## src/rtl/ras_ckpt_if.sv

```systemverilog
// Interface bundling the fetch-side control, flush-checkpoint and status signals
// of the return address stack.
//   master : fetch/retire logic driving push/pop/flush and observing status
//   slave  : the stack itself (ras_ckpt)
// Signals: stall_i, push_i, pop_i, push_data_i, flush_i, flush_ptr_i, flush_cnt_i,
//          flush_tos_i (towards the stack); tos_data_o, tos_valid_o, ptr_o, cnt_o,
//          ovf_o, unf_o (from the stack).
interface ras_ckpt_if #(
  parameter int DATA_W = 64,
  parameter int DEPTH  = 16,
  parameter int PTR_W  = $clog2(DEPTH),
  parameter int CNT_W  = $clog2(DEPTH) + 1
);
  logic              stall_i;
  logic              push_i;
  logic              pop_i;
  logic [DATA_W-1:0] push_data_i;
  logic              flush_i;
  logic [PTR_W-1:0]  flush_ptr_i;
  logic [CNT_W-1:0]  flush_cnt_i;
  logic [DATA_W-1:0] flush_tos_i;
  logic [DATA_W-1:0] tos_data_o;
  logic              tos_valid_o;
  logic [PTR_W-1:0]  ptr_o;
  logic [CNT_W-1:0]  cnt_o;
  logic              ovf_o;
  logic              unf_o;

  modport master (
    output stall_i, push_i, pop_i, push_data_i,
    output flush_i, flush_ptr_i, flush_cnt_i, flush_tos_i,
    input  tos_data_o, tos_valid_o, ptr_o, cnt_o, ovf_o, unf_o
  );

  modport slave (
    input  stall_i, push_i, pop_i, push_data_i,
    input  flush_i, flush_ptr_i, flush_cnt_i, flush_tos_i,
    output tos_data_o, tos_valid_o, ptr_o, cnt_o, ovf_o, unf_o
  );
endinterface

```

## src/rtl/ras_ckpt.sv

```systemverilog
// Checkpoint-repairable return address stack for the fetch unit.
// Circular DEPTH x DATA_W stack with a registered top-of-stack copy, occupancy
// tracking and overflow/underflow pulses. A retire-stage flush restores pointer,
// occupancy and TOS from a checkpoint held in the branch ordering buffer.
// Ports:
//   clock    core clock
//   reset_n  asynchronous active-low reset
//   rif      ras_ckpt_if.slave: push/pop/stall controls, flush checkpoint inputs,
//            registered TOS/valid/ptr/cnt and 1-cycle ovf/unf pulses
module ras_ckpt #(
  parameter int DATA_W = 64,
  parameter int DEPTH  = 16,
  parameter int PTR_W  = $clog2(DEPTH),
  parameter int CNT_W  = $clog2(DEPTH) + 1
) (
  input  logic      clock,
  input  logic      reset_n,
  ras_ckpt_if.slave rif
);

  localparam logic [CNT_W-1:0] CNT_FULL = CNT_W'(DEPTH);

  typedef enum logic [2:0] {
    OP_NONE,
    OP_POP,
    OP_PUSH,
    OP_REPL,
    OP_FLUSH
  } op_e;

  logic [DATA_W-1:0] mem [DEPTH];

  logic [PTR_W-1:0]  ptr_q, ptr_d;
  logic [CNT_W-1:0]  cnt_q, cnt_d;
  logic [DATA_W-1:0] tos_q, tos_d;
  logic              ovf_q, ovf_d;
  logic              unf_q, unf_d;

  logic              mem_we;
  logic [PTR_W-1:0]  mem_waddr;
  logic [DATA_W-1:0] mem_wdata;

  logic [PTR_W-1:0]  ptr_inc;
  logic [PTR_W-1:0]  ptr_dec;
  op_e               op;

  // Pointer width equals log2(DEPTH), so plain wrap-around is modulo DEPTH.
  assign ptr_inc = ptr_q + PTR_W'(1);
  assign ptr_dec = ptr_q - PTR_W'(1);

  // Flush ignores stall; push/pop are suppressed while the icache stalls.
  always_comb begin
    op = OP_NONE;
    if (rif.flush_i) begin
      op = OP_FLUSH;
    end else if (!rif.stall_i) begin
      unique case ({rif.push_i, rif.pop_i})
        2'b11:   op = OP_REPL;
        2'b10:   op = OP_PUSH;
        2'b01:   op = OP_POP;
        default: op = OP_NONE;
      endcase
    end
  end

  always_comb begin
    ptr_d     = ptr_q;
    cnt_d     = cnt_q;
    tos_d     = tos_q;
    ovf_d     = 1'b0;
    unf_d     = 1'b0;
    mem_we    = 1'b0;
    mem_waddr = ptr_q;
    mem_wdata = rif.push_data_i;

    unique case (op)
      OP_FLUSH: begin
        ptr_d     = rif.flush_ptr_i;
        cnt_d     = rif.flush_cnt_i;
        tos_d     = rif.flush_tos_i;
        mem_we    = 1'b1;
        mem_waddr = rif.flush_ptr_i;
        mem_wdata = rif.flush_tos_i;
      end
      OP_REPL: begin
        // Call-return pair: overwrite the current top in place.
        tos_d  = rif.push_data_i;
        mem_we = 1'b1;
        if (cnt_q == '0) begin
          cnt_d = CNT_W'(1);
        end
      end
      OP_PUSH: begin
        ptr_d     = ptr_inc;
        tos_d     = rif.push_data_i;
        mem_we    = 1'b1;
        mem_waddr = ptr_inc;
        // When full, the write lands on the oldest slot and occupancy saturates.
        if (cnt_q == CNT_FULL) begin
          ovf_d = 1'b1;
        end else begin
          cnt_d = cnt_q + CNT_W'(1);
        end
      end
      OP_POP: begin
        if (cnt_q == '0) begin
          unf_d = 1'b1;
        end else begin
          ptr_d = ptr_dec;
          cnt_d = cnt_q - CNT_W'(1);
          tos_d = mem[ptr_dec];
        end
      end
      default: begin
      end
    endcase
  end

  always_ff @(posedge clock or negedge reset_n) begin
    if (!reset_n) begin
      ptr_q <= '0;
      cnt_q <= '0;
      tos_q <= '0;
      ovf_q <= 1'b0;
      unf_q <= 1'b0;
    end else begin
      ptr_q <= ptr_d;
      cnt_q <= cnt_d;
      tos_q <= tos_d;
      ovf_q <= ovf_d;
      unf_q <= unf_d;
    end
  end

  // Storage array is intentionally not reset.
  always_ff @(posedge clock) begin
    if (mem_we) begin
      mem[mem_waddr] <= mem_wdata;
    end
  end

  assign rif.tos_data_o  = tos_q;
  assign rif.tos_valid_o = (cnt_q != '0);
  assign rif.ptr_o       = ptr_q;
  assign rif.cnt_o       = cnt_q;
  assign rif.ovf_o       = ovf_q;
  assign rif.unf_o       = unf_q;

endmodule
```

## src/flat_wrapper.sv

```systemverilog
// flat-port wrapper written by rule: the top's interface ports become plain ports
module ras_ckpt_flat 
#(
  parameter int DATA_W = 64,
  parameter int DEPTH  = 16,
  parameter int PTR_W  = $clog2(DEPTH),
  parameter int CNT_W  = $clog2(DEPTH) + 1
)
  (clock, reset_n, rif_stall_i, rif_push_i, rif_pop_i, rif_push_data_i, rif_flush_i, rif_flush_ptr_i, rif_flush_cnt_i, rif_flush_tos_i, rif_tos_data_o, rif_tos_valid_o, rif_ptr_o, rif_cnt_o, rif_ovf_o, rif_unf_o);
  ras_ckpt_if #(.DATA_W(DATA_W), .DEPTH(DEPTH), .PTR_W(PTR_W), .CNT_W(CNT_W)) rif_i ();
  input  logic clock;
  input  logic reset_n;
  input wire logic [$bits(rif_i.stall_i)-1:0] rif_stall_i;
  input wire logic [$bits(rif_i.push_i)-1:0] rif_push_i;
  input wire logic [$bits(rif_i.pop_i)-1:0] rif_pop_i;
  input wire logic [$bits(rif_i.push_data_i)-1:0] rif_push_data_i;
  input wire logic [$bits(rif_i.flush_i)-1:0] rif_flush_i;
  input wire logic [$bits(rif_i.flush_ptr_i)-1:0] rif_flush_ptr_i;
  input wire logic [$bits(rif_i.flush_cnt_i)-1:0] rif_flush_cnt_i;
  input wire logic [$bits(rif_i.flush_tos_i)-1:0] rif_flush_tos_i;
  output wire logic [$bits(rif_i.tos_data_o)-1:0] rif_tos_data_o;
  output wire logic [$bits(rif_i.tos_valid_o)-1:0] rif_tos_valid_o;
  output wire logic [$bits(rif_i.ptr_o)-1:0] rif_ptr_o;
  output wire logic [$bits(rif_i.cnt_o)-1:0] rif_cnt_o;
  output wire logic [$bits(rif_i.ovf_o)-1:0] rif_ovf_o;
  output wire logic [$bits(rif_i.unf_o)-1:0] rif_unf_o;
  assign rif_i.stall_i = rif_stall_i;
  assign rif_i.push_i = rif_push_i;
  assign rif_i.pop_i = rif_pop_i;
  assign rif_i.push_data_i = rif_push_data_i;
  assign rif_i.flush_i = rif_flush_i;
  assign rif_i.flush_ptr_i = rif_flush_ptr_i;
  assign rif_i.flush_cnt_i = rif_flush_cnt_i;
  assign rif_i.flush_tos_i = rif_flush_tos_i;
  assign rif_tos_data_o = rif_i.tos_data_o;
  assign rif_tos_valid_o = rif_i.tos_valid_o;
  assign rif_ptr_o = rif_i.ptr_o;
  assign rif_cnt_o = rif_i.cnt_o;
  assign rif_ovf_o = rif_i.ovf_o;
  assign rif_unf_o = rif_i.unf_o;
  ras_ckpt #(.DATA_W(DATA_W), .DEPTH(DEPTH), .PTR_W(PTR_W), .CNT_W(CNT_W)) u_core (.clock(clock), .reset_n(reset_n), .rif(rif_i));
endmodule
```

## config.mk

```make
export PLATFORM = sky130hd
export DESIGN_NAME = ras_ckpt_flat
export DESIGN_NICKNAME = d
export VERILOG_FILES = /design/src/rtl/ras_ckpt_if.sv /design/src/rtl/ras_ckpt.sv /design/src/flat_wrapper.sv
export SDC_FILE = /design/constraint.sdc
export NUM_CORES = 1
export LEC_CHECK = 0
export CORE_MARGIN = 2
export CORE_UTILIZATION = 60
export CTS_CLUSTER_DIAMETER = 150
export DETAILED_ROUTE_END_ITERATION = 8
export PLACE_DENSITY_LB_ADDON = 0.05
export SYNTH_ARGS = -nofsm -noshare
export SYNTH_HDL_FRONTEND = slang
export SYNTH_SLANG_ARGS = --single-unit
export TNS_END_PERCENT = 30
```

## constraint.sdc

```tcl
create_clock -name clock -period 7.6 [get_ports clock]
set_input_delay 1.52 -clock clock [delete_from_list [all_inputs] [get_ports clock]]
set_output_delay 1.52 -clock clock [all_outputs]
set_load 0.01 [all_outputs]
```

Word-level counts from Yosys, hierarchy flattened
Memory sizes are Yosys's and may differ from the RTL's.
Cells that the tools add are included.

storage, ports and cells
  register bits = 75
  memory bits (writable) = 1,024
  input port bits = 143
  output and inout bits = 76
  logic and storage cells = 51
  memories = 1

memory list
  name        depth  width  rd ports  clocked after memory_dff  write ports  line            RTL
  u_core.mem  16     64     1         0                         1            ras_ckpt.sv:31  logic [DATA_W-1:0] mem [DEPTH];

operators by class
  add/sub/neg operators = 4
  equal/unequal tests = 11
  multiplexer cells = 20
  reduce and logical (&&, ||, !) cells = 10

operator list
  operator                                                            count
  64-bit one-hot mux with 3 select lines                              1
  64-bit two-way mux                                                  2
  5-bit one-hot mux with 4 select lines                               1
  5-bit two-way mux                                                   3
  4-bit one-hot mux with 3 select lines                               1
  4-bit one-hot mux with 2 select lines                               1
  1-bit two-way mux                                                   7
  3-bit by 2-bit == test with 1-bit output, second input constant     2
  3-bit two-way mux                                                   2
  2-bit one-hot mux with 3 select lines                               1
  3-bit nonzero test                                                  2
  5-bit by 1-bit adder with 5-bit output, second input constant       1
  5-bit == test, second input constant                                1
  5-bit logical NOT                                                   1
  5-bit nonzero test                                                  1
  5-bit by 1-bit subtractor with 5-bit output, second input constant  1
  4-bit by 1-bit adder with 4-bit output, second input constant       1
  2-bit == test, second input constant                                2
  4-bit two-way mux                                                   1
  2-bit inequality test, second input constant                        2
  2-bit AND reduction                                                 2
  4-bit AND reduction                                                 1
  4-bit nonzero test                                                  1
  4-bit by 1-bit subtractor with 4-bit output, second input constant  1
  6 further kinds                                                     6

Logic depth before layout (Yosys ltp)
Gate-level depths: netlist of the first run.

  depth in word-level cells = 9
  gate-level depth with buffers = 13
  mapped depth without buffers = 8

Worst setup path before layout of the first run
No wires, ideal clock.

  path kind = input port to flip-flop
  start point = in rif_pop_i
  end point = mem u_core.mem[0][0], enable pin
  setup time = 0.486 ns
  arrival = 5.584 ns
  data required time = 7.114 ns
  setup slack = 1.530 ns
  cell stages on the path = 6
  buffers on the path = 1
  cells stage by stage = clkbuf_1 nor4b_1 nor2_1 a221oi_1 nand2_1 nor2_1

on the way
  longest elaborated chain between the ends = 9
  elaborated cells between the ends (all ways) = 14
  those cells by class = eq/ne (6); mux (7); reduce/logical (1)

ends and longest elaborated chain
  item                                                                              line                RTL
  start: declaration                                                                flat_wrapper.sv:15  input wire logic [$bits(rif_i.pop_i)-1:0] rif_pop_i;
  2-bit by 1-bit == test with 1-bit output / 2-bit == test (equally long branches)  ras_ckpt.sv:57      unique case ({rif.push_i, rif.pop_i})
  2-bit one-hot mux with 3 select lines (*)                                         ras_ckpt.sv:57
  3-bit two-way mux (*)                                                             ras_ckpt.sv:56      end else if (!rif.stall_i) begin
  3-bit two-way mux (*)                                                             ras_ckpt.sv:54      if (rif.flush_i) begin
  3-bit == test / 3-bit by 2-bit == test with 1-bit output (equally long branches)  ras_ckpt.sv:76      unique case (op)
  3-bit OR reduction (no source line)                                               n/a
  1-bit two-way mux                                                                 ras_ckpt.sv:76
  1-bit two-way mux                                                                 ras_ckpt.sv:137     if (mem_we) begin
  1-bit two-way mux (implied by the code)                                           ras_ckpt.sv:138     mem[mem_waddr] <= mem_wdata;
  end: declaration                                                                  ras_ckpt.sv:31

Every way passes the cells marked *; elsewhere a longest branch is shown, timed or not.

Worst setup path after layout of the first run
  start point = reg u_core.ptr_q[0], in the netlist u_core.rif.ptr_o[0]
  end point = out rif_ptr_o[0]

RTL lines
  item                      line                RTL
  start: declaration        ras_ckpt.sv:33      logic [PTR_W-1:0] ptr_q, ptr_d;
  start signal: assignment  ras_ckpt.sv:127     ptr_q <= ptr_d;
  end: declaration          flat_wrapper.sv:23  output wire logic [$bits(rif_i.ptr_o)-1:0] rif_ptr_o;

No word-level cell between the ends.

==> results of run 1 <==
worst paths after layout:
check / depth (start not counted) / end / startpoint
setup / recovery: 2 / rif_ptr_o[0] / u_core.rif.ptr_o[0]
hold / removal: 1 / u_core.rif.tos_data_o[35] / u_core.rif.tos_data_o[35]
setup reg to reg: 6 / u_core.mem[14][62] / u_core.rif.ptr_o[0]
hold reg to reg: 1 / u_core.rif.tos_data_o[35] / u_core.rif.tos_data_o[35]
max in group asynchronous: 2 / u_core.rif.ptr_o[0] / reset_n
min in group asynchronous: 1 / u_core.rif.tos_data_o[39] / reset_n
logic make-up (layout without fill, tap and decap cells):
| family | count (synthesis) | in the layout | share of synthesized area (%) |
|---|---|---|---|
| DFF | 1099 | 1099 | 74.8 |
| muxes | 360 | 360 | 15.8 |
| and+or+nand+nor | 225 | 225 | 2.38 |
| xor gates and xnor gates | 9 | 9 | 0.181 |
| adders and majority gates | 6 | 6 | 0.189 |
| buffers and inverters | 148 | 469 | 1.59 |
| AOI/OAI and AO/OA | 302 | 302 | 5.05 |
where the power goes:
group,internal [mW],switching (mW),leakage [nW]
Combinational,1.09,1.39,4.73
Sequential,6.91,0.109,10.2
Clock,3.00,2.17,1.69
Total,11.0,3.66,16.6
state kept, by name, summed over array words and instances, names as in the netlist:
register	flops
u_core.mem	1024
u_core.rif.tos_data_o	64
u_core.rif.ptr_o	4
u_core.rif.cnt_o	5
u_core.rif.ovf_o	1
u_core.rif.unf_o	1
worst max-delay path, delay by kind of cell (launching register included):
kind / cells / cell delay (ns)
flops: 1 / 1.10
buf+inv: 2 / 1.54
synthesized netlist by cell type (all sizes together) (2+ instances only):
library cell and number:
mux4 256, mux2 64, a21oi 49, ha 5, xor2 5, or3 3, nand2b 6, buf 69
mux2i 40, a221o 2, clkbuf 68, a211o 64, nand3 2, dfrtp 75, o21ai 13, edfxtp 1024
a22oi 64, nor3 32, o21bai 2, a31oi 2, and2 25, nor2b 5, a211oi 28, a21o 2
xnor2 4, o22ai 67, nand2 91, inv 10, nor3b 3, a221oi 4, nor2 52
layout make-up:
class | count | area share [%]
flip-flops and latches | 1099 | 64.7
multi-input cells | 902 | 20.8
clock buffers | 141 | 5.78
repair buffers | 260 | 5.21
well taps | 950 | 2.36
clock inverters | 57 | 1.04
inverters | 11 | 0.107
per-layer routing:
metal	vias up	part of all wire [%]	track usage [%]	routed length [um]
li1	9418	-	-	-
met1	11800	41	38.8	40800
met2	971	49	43.8	49000
met3	179	7.9	5.62	7900
met4	0	2.7	7.98	2660
met5	-	0	0	0
==> metrics.md, run 1 <==
| Metric | Value |
|---|---|
| Area of the multi-input gates | `0.0105 mm^2` |
| Iter 0 DRT Violations | `2088` |
| Cells along the critical path | `buf_4, clkdlybuf4s50_1` |
| Slew Limit Headroom | `12.4%` |
| Setup bufs post-CTS | `0` |
| Vias | `about 22k` |
| Placed insts | `3222` |
| Synth warnings | `0` |
| Top cell type's share of synthesized area | `70.5%` |
| Die extent in y | `around 270 um` |
| Port Buf Inserts | `218` |
| Initial core utilization | `a little over 60%` |
| Post-CTS sizing | `0` |
| Core area | `0.0717 mm^2` |
| WL final | `100000 um` |
| Synth cell types | `55` |
| Slowest stage delay, CP | `1.10 ns` |
| Async SR Flop Fraction | `around 6.8%` |
| Initial DRT Pass Iterations | `7` |
| EDFF count, synth | `1024` |
| CTS sink count | `approximately 1.1k` |
| Most frequent cells in the layout | `edfxtp_1 (1024), mux4_2 (256), clkdlybuf4s50_1 (216)` |
| Hold Slack | `0.484 ns` |
| Nature of the critical path startpoint | `flop` |
| Synth area leader | `edfxtp_1` |
| Peak supply drop | `just under 200 uV` |
| Post-Syn Area | `about 0.044 mm^2` |
| HPWL after detailed placement | `between 50000 and 60000 um` |
| ANT cells | `0` |
| CTS Hold Bufs | `0` |
| Worst Path Arrival | `between 3 and 4 ns` |
| Setup TNS | `0 ns` |
| Final hold violations | `0` |
| Critical Path RT | `a little over 6 ns` |
| Post-layout minimum cycle time | `4.91 ns` |
| Rows | `98` |
| Total grt overflow | `0` |
| FF-to-FF setup slack | `2.95 ns` |
| Final cell count without fillers | `about 3.4k` |
| Largest net degree at the start of global routing | `between 150 and 200` |
| ANT nets after route | `0` |
| Fill count | `between 4k and 5k` |
| Final period util | `64.6%` |
| Synth Register Bits | `between 1k and 1.5k` |
| DRC | `0` |
| Worst skew pair latency | `0.66 ns` |
| CTS buffer count | `105` |
| H-tree levels | `3` |
| Post-DP Area | `0.0470 mm^2` |
| Synth area leaders | `edfxtp_1 (71%), mux4_2 (13%), dfrtp_1 (4.3%), mux2_2 (1.7%), a211o_1 (1.3%)` |
| Vias per cell | `6.55` |
| Commonest non-fill, non-tap cell in the layout | `edfxtp_1` |
| Die footprint | `0.0749 mm^2` |
| First-pass GRT wire length | `149000 um` |
| Area added between synthesis and finish | `15.7%` |
| Least-Margin Pin Slew | `1.31 ns` |
| Critical-path top delay cell | `dfrtp_4` |
| Synth Instances | `2149` |
| Hold Crit Class | `reg -> reg` |
| P_leak | `16.6 nW` |
| Tot GR Track Use | `27.4%` |
| Final worst slack | `2.69 ns` |
| Number of global-route vias before repair | `~23k` |
| Ys flop type | `edfxtp_1` |
| Post-place setup slack | `2.12 ns` |
| # IOs | `219` |
| Sequential area share after synthesis | `74.8%` |
| Status | `complete, no violations` |
| CTS tree | `built` |
| FF+latch area | `0.0326 mm^2` |
| CP endpoint kind | `primary output` |
| Final Util | `a little over two thirds` |
| Max-slew violation count | `0` |
| Nets@finish | `2528` |
| FMAX | `roughly 200 MHz` |
| Net Count, Synth | `approximately 2.3k` |
| Max-Cap Viols | `0` |
| Root Driver | `clkbuf_16` |
| Setup Viol. Count Final | `0` |
| Overall power consumption | `~15 mW` |
| Clk buf depth | `3` |
| Worst Skew | `0.0253 ns` |
| Initial antenna violation count | `0` |
| Design area | `0.0504 mm^2` |
| Final GP Congestion | `roughly 0.83` |
| RSZ-0062 raised after global routing | `no` |
| Pwr dens | `291 mW/mm^2` |
| Max FO, Critical Path | `55` |
| Layout cell share with drive strength beyond 1 | `23.1%` |
| Routed len/inst | `29.4 um` |
| Syn Area/Cell | `20.3 um^2` |
| CTS clk-pin slew, worst paths | `0.06 ns` |
| Die span in x | `274 um` |
| WS Path Type | `reg -> out` |
No activity file was read; power rests on OpenSTA's default activity.
==> run 2, diff against run 1 <==
- clock period: 7.6 -> 5.13 ns (I/O delays scaled with it)
==> run 2 against run 1 <==
  * Setup slack got worse by 1.3 ns
  * First-iteration DRC count rose by 34%
  * Hold slack got worse by 0.068 ns
  * Critical path depth rose by 6
  * Clock power rose by 45%
  * Non-clock buffer count rose by 26
  * Die area did not move
  * Largest power group unchanged
  * Global-route usage rose by 0.91 points
  * Register-to-register slack got worse by 1.6 ns
==> metrics.md, run 2 (synthesis results as in run 1) <==
| Metric | Value |
|---|---|
| Status | `complete, no violations` |
| Vias | `22.8k` |
| HPWL after detailed placement | `61900 um` |
| Critical Path RT | `between 5 and 6 ns` |
| Number of flip-flops in the largest register | `roughly 1k` |
| CTS clk-pin slew, worst paths | `0.06 ns` |
| WS Path Type | `reg -> reg` |
| Most frequent cells in the layout | `edfxtp_1 (1024), mux4_2 (256), clkdlybuf4s50_1 (216)` |
| Nets@finish | `2555` |
| Most frequent CP cell | `buf_4` |
| Setup Viol. Count Final | `0` |
| CTS Hold Bufs | `0` |
| Setup bufs post-CTS | `0` |
| Final GP Congestion | `0.824` |
| Hold Crit Class | `in -> async` |
| FMAX | `265 MHz` |
| Vias per cell | `6.62` |
| Final Util | `a little over two thirds` |
| Worst skew pair latency | `0.65 ns` |
| Clk buf depth | `3` |
| Net load switching power | `5.54 mW` |
| Pint | `16.2 mW` |
| Tot GR Track Use | `between 20 and 30%` |
| Routed len/inst | `30.1 um` |
| Port Buf Inserts | `between 200 and 250` |
| Number of global-route vias before repair | `23.2k` |
| Pwr dens | `429 mW/mm^2` |
| Slowest stage delay, CP | `0.81 ns` |
| P_leak | `16.7 nW` |
| ANT cells | `0` |
| RSZ-0062 raised after global routing | `no` |
| Core area | `0.0717 mm^2` |
| Slew Limit Headroom | `28.4%` |
| Clock network fraction of design power | `34.4%` |
| ANT nets after route | `0` |
| # IOs | `219` |
| Post-layout minimum cycle time | `3.77 ns` |
| Sw Share | `25.5%` |
| Layout cell share with drive strength beyond 1 | `23.3%` |
| Total grt overflow | `0` |
| CP endpoint kind | `flop` |
| Commonest non-fill, non-tap cell in the layout | `edfxtp_1` |
| Post-CTS sizing | `0` |
| Max FO, Critical Path | `30` |
| DRC | `0` |
| Largest net degree at the start of global routing | `113` |
| Max-Cap Viols | `0` |
| First-pass GRT wire length | `153000 um` |
| Worst Skew | `0.0238 ns` |
| FF-to-FF setup slack | `1.36 ns` |
| Cells along the critical path | `inv_1, ha_4, xnor2_2, buf_4, buf_4, nand2_1, a21oi_1, a211o_1` |
| CTS sink count | `1099` |
| WL final | `104000 um` |
| Initial DRT Pass Iterations | `7` |
| Least-Margin Pin Slew | `~1.1 ns` |
| Iter 0 DRT Violations | `2806` |
| CTS buffer count | `around 110` |
| H-tree levels | `3` |
| Final period util | `roughly 74%` |
| Initial antenna violation count | `4` |
| Root Driver | `clkbuf_16` |
| Die extent in y | `274 um` |
| Rows | `98` |
| Area added between synthesis and finish | `16.3%` |
| Die span in x | `274 um` |
| Die footprint | `approximately 0.075 mm^2` |
| Worst Path Arrival | `roughly 4.3 ns` |
| Comb pwr share | `roughly 18%` |
| CTS tree | `built` |
| Overall power consumption | `21.7 mW` |
| Largest Register | `u_core.mem` |
| Sequential share of power | `47.7%` |
| Initial core utilization | `60.8%` |
| Final hold violations | `0` |
| Max-slew violation count | `0` |
| Critical-path top delay cell | `xnor2_2` |
| Nature of the critical path startpoint | `flop` |
| Peak supply drop | `287 uV` |
==> run 2: layer usage <==
layer	wire, um	up-vias	GRT usage, %
met4	1840	0	6.15
met2	48600	1111	42.9
met5	0	-	0
li1	-	9474	-
met1	43200	12100	43.6
met3	9940	133	5.55
==> run 2: per-stage QoR <==
step | hold slack, ns | worst slack (ns) | cell area (um^2) | std cells | TNS, ns
3_3_place_gp | 0.467 | 1.07 | 47400 | 3248 | 0
6_report | 0.415 | 1.36 | 50700 | 3443 | 0
5_1_grt | 0.420 | 1.10 | 50700 | 3443 | 0
2_1_floorplan | 0.529 | -0.552 | 43600 | 2149 | -517.56
4_1_cts | 0.399 | 1.27 | 50700 | 3443 | 0
3_5_place_dp | 0.475 | 1.05 | 47400 | 3248 | 0
==> run 2: worst paths after layout <==
path	start	to	depth (start not counted)
worst max-delay path	u_core.rif.ptr_o[0]	u_core.rif.tos_data_o[28]	8
worst min-delay path	reset_n	u_core.rif.tos_data_o[26]	1
worst max register to register	u_core.rif.ptr_o[0]	u_core.rif.tos_data_o[28]	8
worst min register to register	u_core.rif.tos_data_o[19]	u_core.rif.tos_data_o[19]	1
max in group asynchronous	reset_n	u_core.rif.tos_data_o[4]	2
min in group clock	u_core.rif.tos_data_o[19]	u_core.rif.tos_data_o[19]	1
==> run 2: final cells by class <==
type	count	area [um^2]
Clock buffer	140	2860
Tap cell	950	1190
Fill cell	4397	21000
Timing Repair Buffer	286	3030
Clock inverter	55	473
Inverter	11	53.8
Sequential cell	1099	32600
Multi-Input combinational cell	902	10500
==> run 2: critical path: cells and delay by family (launching register included) <==
kind	cells	cell delay [ns]
buffers and inverters	3	1.07
adder cells (fa/ha/maj)	1	0.24
XOR/XNOR	1	0.81
AO/OA/AOI/OAI	2	0.81
AND/OR/NAND/NOR	1	0.09
flip-flops	1	0.64
==> run 2: power groups by stage <==
stage	sequential [mW]	combinational (mW)	clock, mW
2_1_floorplan	10.6	2.38	0
3_3_place_gp	10.5	3.85	0
3_5_place_dp	10.6	3.90	0
4_1_cts	10.4	3.92	7.58
5_1_grt	10.4	4.12	7.92
6_report	10.4	3.89	7.48
